**src/rtl/alu_exec_stage_if.sv**
```systemverilog
// Request/response bundle between the execute-stage ALU and its neighbours.
interface alu_exec_stage_if #(
   parameter int unsigned WIDTH   = 32,
   parameter int unsigned SHAMT_W = 5
);
   logic               in_valid;
   logic               in_ready;
   logic [3:0]         alu_op;
   logic [WIDTH-1:0]   operand_a;
   logic [WIDTH-1:0]   operand_b;
   logic [SHAMT_W-1:0] shamt;
   logic               out_valid;
   logic               out_ready;
   logic [WIDTH-1:0]   result;
   logic               zero;
   logic               overflow;
   logic               illegal_op;

   // Requester / result consumer side
   modport master (
      output in_valid, alu_op, operand_a, operand_b, shamt, out_ready,
      input  in_ready, out_valid, result, zero, overflow, illegal_op
   );

   // ALU side
   modport slave (
      input  in_valid, alu_op, operand_a, operand_b, shamt, out_ready,
      output in_ready, out_valid, result, zero, overflow, illegal_op
   );
endinterface

```
**src/rtl/alu_exec_stage.sv**
```systemverilog
// Execute-stage ALU: single-cycle logic/arith ops, iterative 1-bit/cycle shifts,
// registered result with zero/overflow/illegal flags over valid/ready.
module alu_exec_stage #(
   parameter int unsigned WIDTH   = 32,
   parameter int unsigned SHAMT_W = 5
) (
   input logic clk,
   input logic rst,
   alu_exec_stage_if.slave bus
);
   localparam int unsigned MSB = WIDTH - 1;

   typedef enum logic [1:0] {IDLE, SHIFT, DONE} state_t;

   state_t             r_state;
   state_t             w_next;
   logic [WIDTH-1:0]   r_result;
   logic               r_zero;
   logic               r_ovf;
   logic               r_ill;
   logic [WIDTH-1:0]   r_shreg;
   logic [SHAMT_W-1:0] r_count;
   logic [1:0]         r_shop;

   logic               w_accept;
   logic [WIDTH-1:0]   w_sum;
   logic [WIDTH-1:0]   w_diff;
   logic [WIDTH-1:0]   w_res;
   logic               w_ovf;
   logic               w_ill;
   logic               w_is_shift;
   logic               w_shift_now;
   logic [WIDTH-1:0]   w_shifted;

   // One-bit shift step; kind taken from alu_op[1:0] (00 sll, 01 srl, 10 sra)
   function automatic logic [WIDTH-1:0] shift1(input logic [WIDTH-1:0] v, input logic [1:0] k);
      case (k)
         2'b00:   shift1 = v << 1;
         2'b01:   shift1 = v >> 1;
         default: shift1 = {v[MSB], v[MSB:1]};
      endcase
   endfunction

   // Single-cycle operation decode and evaluation on the live request
   always_comb begin
      w_sum      = bus.operand_a + bus.operand_b;
      w_diff     = bus.operand_a - bus.operand_b;
      w_res      = '0;
      w_ovf      = 1'b0;
      w_ill      = 1'b0;
      w_is_shift = 1'b0;
      case (bus.alu_op)
         4'b0010: begin
            w_res = w_sum;
            w_ovf = (bus.operand_a[MSB] == bus.operand_b[MSB]) && (w_sum[MSB] != bus.operand_a[MSB]);
         end
         4'b0110: begin
            w_res = w_diff;
            w_ovf = (bus.operand_a[MSB] != bus.operand_b[MSB]) && (w_diff[MSB] != bus.operand_a[MSB]);
         end
         4'b0000: w_res = bus.operand_a & bus.operand_b;
         4'b0001: w_res = bus.operand_a | bus.operand_b;
         4'b0011: w_res = bus.operand_a ^ bus.operand_b;
         4'b1100: w_res = ~(bus.operand_a | bus.operand_b);
         4'b0111: w_res = {{(WIDTH-1){1'b0}}, ($signed(bus.operand_a) < $signed(bus.operand_b))};
         4'b1110: w_res = {{(WIDTH-1){1'b0}}, (bus.operand_a < bus.operand_b)};
         4'b1000, 4'b1001, 4'b1010: begin
            // shamt==0 completes in one cycle with the unshifted source
            w_is_shift = 1'b1;
            w_res      = bus.operand_b;
         end
         default: w_ill = 1'b1;
      endcase
   end

   assign w_accept    = bus.in_valid && (r_state == IDLE);
   assign w_shift_now = w_is_shift && (bus.shamt != '0);
   assign w_shifted   = shift1(r_shreg, r_shop);

   // State register
   always_ff @(posedge clk or posedge rst) begin
      if (rst) r_state <= IDLE;
      else     r_state <= w_next;
   end

   // Next-state logic
   always_comb begin
      w_next = r_state;
      case (r_state)
         IDLE:    if (w_accept) w_next = w_shift_now ? SHIFT : DONE;
         SHIFT:   if (r_count == SHAMT_W'(1)) w_next = DONE;
         DONE:    if (bus.out_ready) w_next = IDLE;
         default: w_next = IDLE;
      endcase
   end

   // Outputs: handshake from state, result/flags straight from registers
   always_comb begin
      bus.in_ready   = (r_state == IDLE);
      bus.out_valid  = (r_state == DONE);
      bus.result     = r_result;
      bus.zero       = r_zero;
      bus.overflow   = r_ovf;
      bus.illegal_op = r_ill;
   end

   // Datapath: capture at accept, iterate shifts, publish result on DONE entry
   always_ff @(posedge clk or posedge rst) begin
      if (rst) begin
         r_result <= '0;
         r_zero   <= 1'b0;
         r_ovf    <= 1'b0;
         r_ill    <= 1'b0;
         r_shreg  <= '0;
         r_count  <= '0;
         r_shop   <= '0;
      end else begin
         case (r_state)
            IDLE: begin
               if (w_accept) begin
                  r_ovf  <= w_ovf;
                  r_ill  <= w_ill;
                  r_shop <= bus.alu_op[1:0];
                  if (w_shift_now) begin
                     r_shreg <= bus.operand_b;
                     r_count <= bus.shamt;
                  end else begin
                     r_result <= w_res;
                     r_zero   <= (w_res == '0);
                  end
               end
            end
            SHIFT: begin
               r_shreg <= w_shifted;
               r_count <= r_count - SHAMT_W'(1);
               if (r_count == SHAMT_W'(1)) begin
                  r_result <= w_shifted;
                  r_zero   <= (w_shifted == '0);
               end
            end
            default: ;
         endcase
      end
   end
endmodule

```
**src/flat_wrapper.sv**
```systemverilog
// flat-port wrapper written by rule: the top's interface ports become plain ports
module alu_exec_stage_flat 
#(
   parameter int unsigned WIDTH   = 32,
   parameter int unsigned SHAMT_W = 5
)
  (clk, rst, bus_in_valid, bus_alu_op, bus_operand_a, bus_operand_b, bus_shamt, bus_out_ready, bus_in_ready, bus_out_valid, bus_result, bus_zero, bus_overflow, bus_illegal_op);
  alu_exec_stage_if #(.WIDTH(WIDTH), .SHAMT_W(SHAMT_W)) bus_i ();
  input logic clk;
  input logic rst;
  input wire logic [$bits(bus_i.in_valid)-1:0] bus_in_valid;
  input wire logic [$bits(bus_i.alu_op)-1:0] bus_alu_op;
  input wire logic [$bits(bus_i.operand_a)-1:0] bus_operand_a;
  input wire logic [$bits(bus_i.operand_b)-1:0] bus_operand_b;
  input wire logic [$bits(bus_i.shamt)-1:0] bus_shamt;
  input wire logic [$bits(bus_i.out_ready)-1:0] bus_out_ready;
  output wire logic [$bits(bus_i.in_ready)-1:0] bus_in_ready;
  output wire logic [$bits(bus_i.out_valid)-1:0] bus_out_valid;
  output wire logic [$bits(bus_i.result)-1:0] bus_result;
  output wire logic [$bits(bus_i.zero)-1:0] bus_zero;
  output wire logic [$bits(bus_i.overflow)-1:0] bus_overflow;
  output wire logic [$bits(bus_i.illegal_op)-1:0] bus_illegal_op;
  assign bus_i.in_valid = bus_in_valid;
  assign bus_i.alu_op = bus_alu_op;
  assign bus_i.operand_a = bus_operand_a;
  assign bus_i.operand_b = bus_operand_b;
  assign bus_i.shamt = bus_shamt;
  assign bus_i.out_ready = bus_out_ready;
  assign bus_in_ready = bus_i.in_ready;
  assign bus_out_valid = bus_i.out_valid;
  assign bus_result = bus_i.result;
  assign bus_zero = bus_i.zero;
  assign bus_overflow = bus_i.overflow;
  assign bus_illegal_op = bus_i.illegal_op;
  alu_exec_stage #(.WIDTH(WIDTH), .SHAMT_W(SHAMT_W)) u_core (.clk(clk), .rst(rst), .bus(bus_i));
endmodule
```
**config.mk**
```make
export PLATFORM = sky130hd
export DESIGN_NAME = alu_exec_stage_flat
export DESIGN_NICKNAME = d
export VERILOG_FILES = /design/src/rtl/alu_exec_stage_if.sv /design/src/rtl/alu_exec_stage.sv /design/src/flat_wrapper.sv
export SDC_FILE = /design/constraint.sdc
export NUM_CORES = 1
export LEC_CHECK = 0
export ABC_AREA = 1
export BUFFER_PORTS_ARGS = -buffer_cell sky130_fd_sc_hd__buf_2
export CAP_MARGIN = 10
export CORE_UTILIZATION = 30
export DETAILED_ROUTE_END_ITERATION = 8
export PLACE_DENSITY_LB_ADDON = 0.2
export SYNTH_ARGS = -nofsm -noshare
export SYNTH_HDL_FRONTEND = slang
export SYNTH_SLANG_ARGS = --single-unit
```
**constraint.sdc**
```tcl
create_clock -name clk -period 6.2 [get_ports clk]
set_input_delay 1.86 -clock clk [delete_from_list [all_inputs] [get_ports clk]]
set_output_delay 1.86 -clock clk [all_outputs]
set_load 0.03 [all_outputs]
```
; ---- Yosys cells after proc, flatten, opt, wreduce, memory -nomap -nowiden
; Index checks and enable logic that the tools add are counted.
[word_totals]
inputBits = 77
word_cells = 81
output_inout_bits = 37
ff_bits = 76
[op_classes]
add_sub_neg = 3
n_bitwise = 4
eq_ne = 23
order_cmp = 2
mux = 24
reduce_logical = 17
[op_table]
columns = cell, count
row1 = 32-bit one-hot mux with 9 select lines, 1
row2 = 32-bit one-hot mux with 2 select lines, 3
row3 = 32-bit two-way mux, 5
row4 = 32-bit logical NOT, 2
row5 = 32-bit < comparator, 2
row6 = 32-bit adder, 1
row7 = 32-bit AND, 1
row8 = 32-bit inverter, 1
row9 = 32-bit bitwise OR, 1
row10 = 32-bit subtractor, 1
row11 = 32-bit XOR, 1
row12 = 4-bit == test (second input constant), 5
row13 = 11-bit OR reduction, 1
row14 = 5-bit two-way mux, 2
row15 = 5-bit one-hot mux with 2 select lines, 1
row16 = 4-bit by 2-bit == test with 1-bit output (second input constant), 2
row17 = 4-bit by 3-bit == test with 1-bit output (second input constant), 2
row18 = 2-bit two-way mux, 4
row19 = 2-bit by 1-bit inequality test with 1-bit output (second input constant), 3
row20 = 2-bit one-hot mux with 3 select lines, 1
row21 = 3-bit AND reduction, 2
row22 = 5-bit by 1-bit == test with 1-bit output (second input constant), 1
row23 = 1-bit two-way mux, 5
row24 = 5-bit nonzero test, 1
row25 = 15 further kinds, 24

; ---- Logic depth before layout (Yosys ltp)
[depth]
ltp_word = 7
depth_mapped = 22
ltp_nobuf = 21

; ---- Worst setup path before layout
; No wires, ideal clock.
[synth_path]
path_kind = input -> register
from = input bus_operand_a[0]
to = register u_core.r_zero, in the netlist u_core.bus.zero
path_slack_ns = 2.400
t_arrival_ns = 3.722
path_buffers = 0
setup_time_ns = 0.077
stages = 20
required_time_ns = 6.123
path_cell_list = inv_1 > ha_1 > fa_1 > inv_1 > nand2_1 > nand2_1 > nand3_1 > nand2_1 > nand2_1 > nand2_1 > nand2_1 > nand3_1 > nand2_1 > nor2_1 > nand2_1 > nor2_1 > nand3_1 > nor2_1 > nand3_1 > a21oi_1
[synth_via]
elab_chain_len = 7
elab_cells_between_ends = 13
cone_classes = 2 x add/sub / 2 x order compare / 4 x mux / 4 x bitwise / 1 x reduce/logical
[synth_lines]
columns = item, line
row1 = "start, declared", flat_wrapper.sv:13  ; input wire logic [$bits(bus_i.operand_a)-1:0] bus_operand_a;
row2 = branches (longest 2 deep; another with 32-bit subtractor), -
row3 = 32-bit one-hot mux with 9 select lines *, alu_exec_stage.sv:52  ; case (bus.alu_op)
row4 = 32-bit logical NOT *, alu_exec_stage.sv:129  ; r_zero <= (w_res == '0);
row5 = 1-bit two-way mux *, alu_exec_stage.sv:124  ; if (w_shift_now) begin
row6 = 1-bit two-way mux *, alu_exec_stage.sv:120  ; if (w_accept) begin
row7 = 1-bit one-hot mux with 2 select lines *, alu_exec_stage.sv:118  ; case (r_state)
row8 = "end signal, assigned", alu_exec_stage.sv:129
row9 = "end signal, assigned", alu_exec_stage.sv:138  ; r_zero <= (w_shifted == '0);
row10 = "end, declared", alu_exec_stage.sv:18  ; logic r_zero;
; Every way passes the cells marked *. The select of a mux whose other input is x is not followed.
; A chain may end at the register's enable or synchronous reset.

; ---- Worst setup path after layout
[layout_path]
from = input bus_alu_op[3]
to = register u_core.r_zero, in the netlist u_core.bus.zero
[layout_via]
elab_chain_len = 7
elab_cells_between_ends = 21
cone_classes = 11 x eq/ne / 5 x mux / 5 x reduce/logical
[layout_lines]
columns = item, line
row1 = "start, declared", flat_wrapper.sv:12  ; input wire logic [$bits(bus_i.alu_op)-1:0] bus_alu_op;
row2 = 4-bit == test, alu_exec_stage.sv:52
row3 = 3-bit OR reduction, alu_exec_stage.sv:52
row4 = 32-bit one-hot mux with 9 select lines, alu_exec_stage.sv:52
row5 = 32-bit logical NOT, alu_exec_stage.sv:129
row6 = 1-bit two-way mux, alu_exec_stage.sv:124
row7 = 1-bit two-way mux, alu_exec_stage.sv:120
row8 = 1-bit one-hot mux with 2 select lines, alu_exec_stage.sv:118
; Parallel ways exist; a longest one is shown, timed or not. The select of a mux whose other input is x is not followed.

==> flow_summary.ini <==
[power]
p_switching_mw = 1.704
pwr-share-clk = 0.162
p_leak_nw = 6.636
combPwrFrac = 0.574
powerDensity_nw_per_um2 = 273.3
p_int_mw = 1.621
swShare = 0.5126
peakVddDrop_mv = 0.1521
p_seq_frac = 0.264

[sta]
final-max-slew-violation-count = 0
worstMarginPinSlew_ns = 1.167
rsz0062_at_grt = false
slew_headroom = 0.2199
setup_viol = 0
hold_viol_final = 0
finalHoldWorstSlack_ns = 0.4805
period_minus_slack_ns = 4.581
post-route-period-util = 0.7389
tns_ns = 0
fin_worst_skew_ns = 0.007927
fin_ws_ns = 1.619
fmax_mhz = 218.3

[status]
outcome = complete, no violations

[placement]
gp_congestion = 1.056
dp_slack_ns = 1.324
port_buffers = 113
dp_hpwl_um = 38430
dpl.cell_count = 2448

[synthesis]
synthArstFlopShare = 1.000
synth_top_family_by_area = simple AND/OR/NAND/NOR gates
synth_top_area_share = 0.2082
synth_top_cell_by_area = nand2_1
syn_nets = 2115
synth_area_leaders = nand2_1 (21%), dfrtp_1 (17%), ha_1 (11%), inv_1 (11%), nand3_1 (7.3%)
ys_ff_latch = 76
synth-simple-area-share = 0.3956
synth_compound_area_frac = 0.1677
synth_fa_ha_area_frac = 0.1148
synth_flop_cell = dfrtp_1
synth.distinct_cells = 49
synth_xor_area_frac = 0.001588
synth-edff-count = 0
synthMuxAreaShare = 0
yosys_warnings = 0
yosysSeqAreaShare = 0.1724
syn_avg_cell_area_sq_um = 5.692
netlist_area_sq_um = 11030
syn_inst = 1938

[grt]
grt_pass1_wl_um = 71930
antenna_found_initial = 1
grt_overflow = 0
track_usage = 0.2487
grt_pass1_vias = 12056
grt_max_degree = 59

[clock_network]
clkTransAtPathRegs_ns = 0.06
clk_latency_ns = 0.34
cts_hold_buffers = 0
cts_sinks = 76
cts_buffers = 9
htreeDepth = 3
cts_setup_buffers = 0
clk_path_buf_depth = 2
clockRootBuffer = clkbuf_16
tritoncts = built
post_cts_resized = 0

[worst_setup_path]
critPathKind = in -> reg
crit_arrival_ns = 4.85
crit_required_ns = 6.47
cp-start-kind = input port
path_max_fanout = 20
endpoint_kind = flop

[layout]
drive_gt1_frac = 0.09436
fin_cells = 2465
fin_nets = 2175
multi_input_area_sq_um = 7526
final_common_cell = nand2_1
layout_common_cells = nand2_1 (612), inv_1 (311), nor2_1 (199)
regArea_sq_um = 1902
num-fill-cells = 4106
syn_to_final_growth_pct = 10.28

[floorplan]
core_sq_um = 35910
die-area_sq_um = 37540
io_pins = 114
num_rows = 69
die_w_um = 193.8
die-height_um = 193.8
initial_utilization = 0.3072

[detailed_routing]
ant_nets = 0
dr_total_vias = 12796
wl_per_cell_um = 19.19
drc_errors = 0
dr.pass1.iters = 6
drtIter0Drc = 1429
routed_wl_um = 47310
vias_per_cell = 5.191

[flow_run]
maxCapViolCount = 0

[worst_hold_path]
hold_class = reg -> reg
## Yosys cell counts, types with 5 or more instances
| cell | instances |
|---|---|
| or2_2 | 18 |
| nor3_1 | 14 |
| nand3_1 | 162 |
| a21oi_1 | 50 |
| clkbuf_1 | 29 |
| nand2_1 | 612 |
| nand4_1 | 20 |
| nor2_1 | 202 |
| buf_2 | 19 |
| inv_1 | 312 |
| o221ai_1 | 10 |
| dfrtp_1 | 76 |
| o22ai_1 | 29 |
| a31oi_1 | 14 |
| a211oi_1 | 11 |
| nand2_2 | 6 |
| o211ai_1 | 16 |
| o21bai_1 | 12 |
| ha_1 | 98 |
| nor4_1 | 5 |
| buf_6 | 7 |
| nor2_2 | 6 |
| o21a_1 | 9 |
| buf_4 | 18 |
| o21ai_0 | 125 |
| a21boi_0 | 20 |
| inv_2 | 8 |
## metrics by stage
stage / util / power (mW) / cell area (sq um)
after global routing: 0.3387 / 3.606 / 12160
after detailed placement: 0.3302 / 2.781 / 11860
after CTS: 0.3387 / 3.331 / 12160
after floorplan: - / 2.180 / 11030
after global placement: 0.3302 / 2.774 / 11860
final: 0.3387 / 3.325 / 12170
## flip-flops by register name, summed over array words and instances, names as in the netlist
name and cells:
u_core.bus.illegal_op 1, u_core.bus.overflow 1, u_core.bus.result 32, u_core.bus.zero 1, u_core.r_count 5, u_core.r_shop 2
u_core.r_shreg 32, u_core.r_state 2
## logic make-up after synthesis
group                      after synthesis
and+or+nand+nor                       1055
buffers and inverters                  396
AOI/OAI and AO/OA                      309
adders and majority gates              100
DFF                                     76
xor gates and xnor gates                 2
## layout make-up
cell class | count | area share
antenna | 1 | 0.0002057
clock buffer | 12 | 0.02108
clock inverter | 4 | 0.003908
inverter | 321 | 0.09915
multi-input combinational | 1466 | 0.6186
sequential | 76 | 0.1563
tap | 461 | 0.04741
timing repair buffer | 124 | 0.05328
## path summary, 6_finish.rpt
path	start	to	slack [ns]	depth (start not counted)
min reg2reg	u_core.bus.result[3]	u_core.bus.result[3]	0.48	2
max reg2reg	u_core.r_state[1]	u_core.bus.zero	3.31	9
min	u_core.bus.result[3]	u_core.bus.result[3]	0.48	2
max in group asynchronous	rst	u_core.r_shreg[7]	3.64	3
min in group asynchronous	rst	u_core.bus.result[28]	1.58	2
max	bus_alu_op[3]	u_core.bus.zero	1.62	13
## power groups by stage
stage          clock network, mW  logic, mW  registers [mW]
2_1_floorplan                  0       1.13            1.05
3_3_place_gp                   0       1.89           0.886
3_5_place_dp                   0       1.89           0.888
4_1_cts                    0.549       1.90           0.881
5_1_grt                    0.569       2.13           0.911
6_report                   0.537       1.91           0.878
## metal layers
layer / up-vias / global-route usage / wire length (um)
li1: 6276 / - / -
met1: 5925 / 0.3579 / 22190
met2: 524 / 0.3952 / 20640
met3: 71 / 0.02261 / 3262
met4: 0 / 0.06489 / 1219
met5: - / 0 / 0
## critical path, cell delays in order
cell     delay (ns)
buf_2          0.20
nor2_1         0.23
nand2_1        0.91
o22ai_1        0.15
nor3_1         0.51
nand2_1        0.12
nor2_1         0.22
nand2_1        0.09
nor2_1         0.14
nand3_1        0.08
nor2_1         0.12
nand3_1        0.09
a21oi_1        0.12
(Power assumes the default switching activity.)
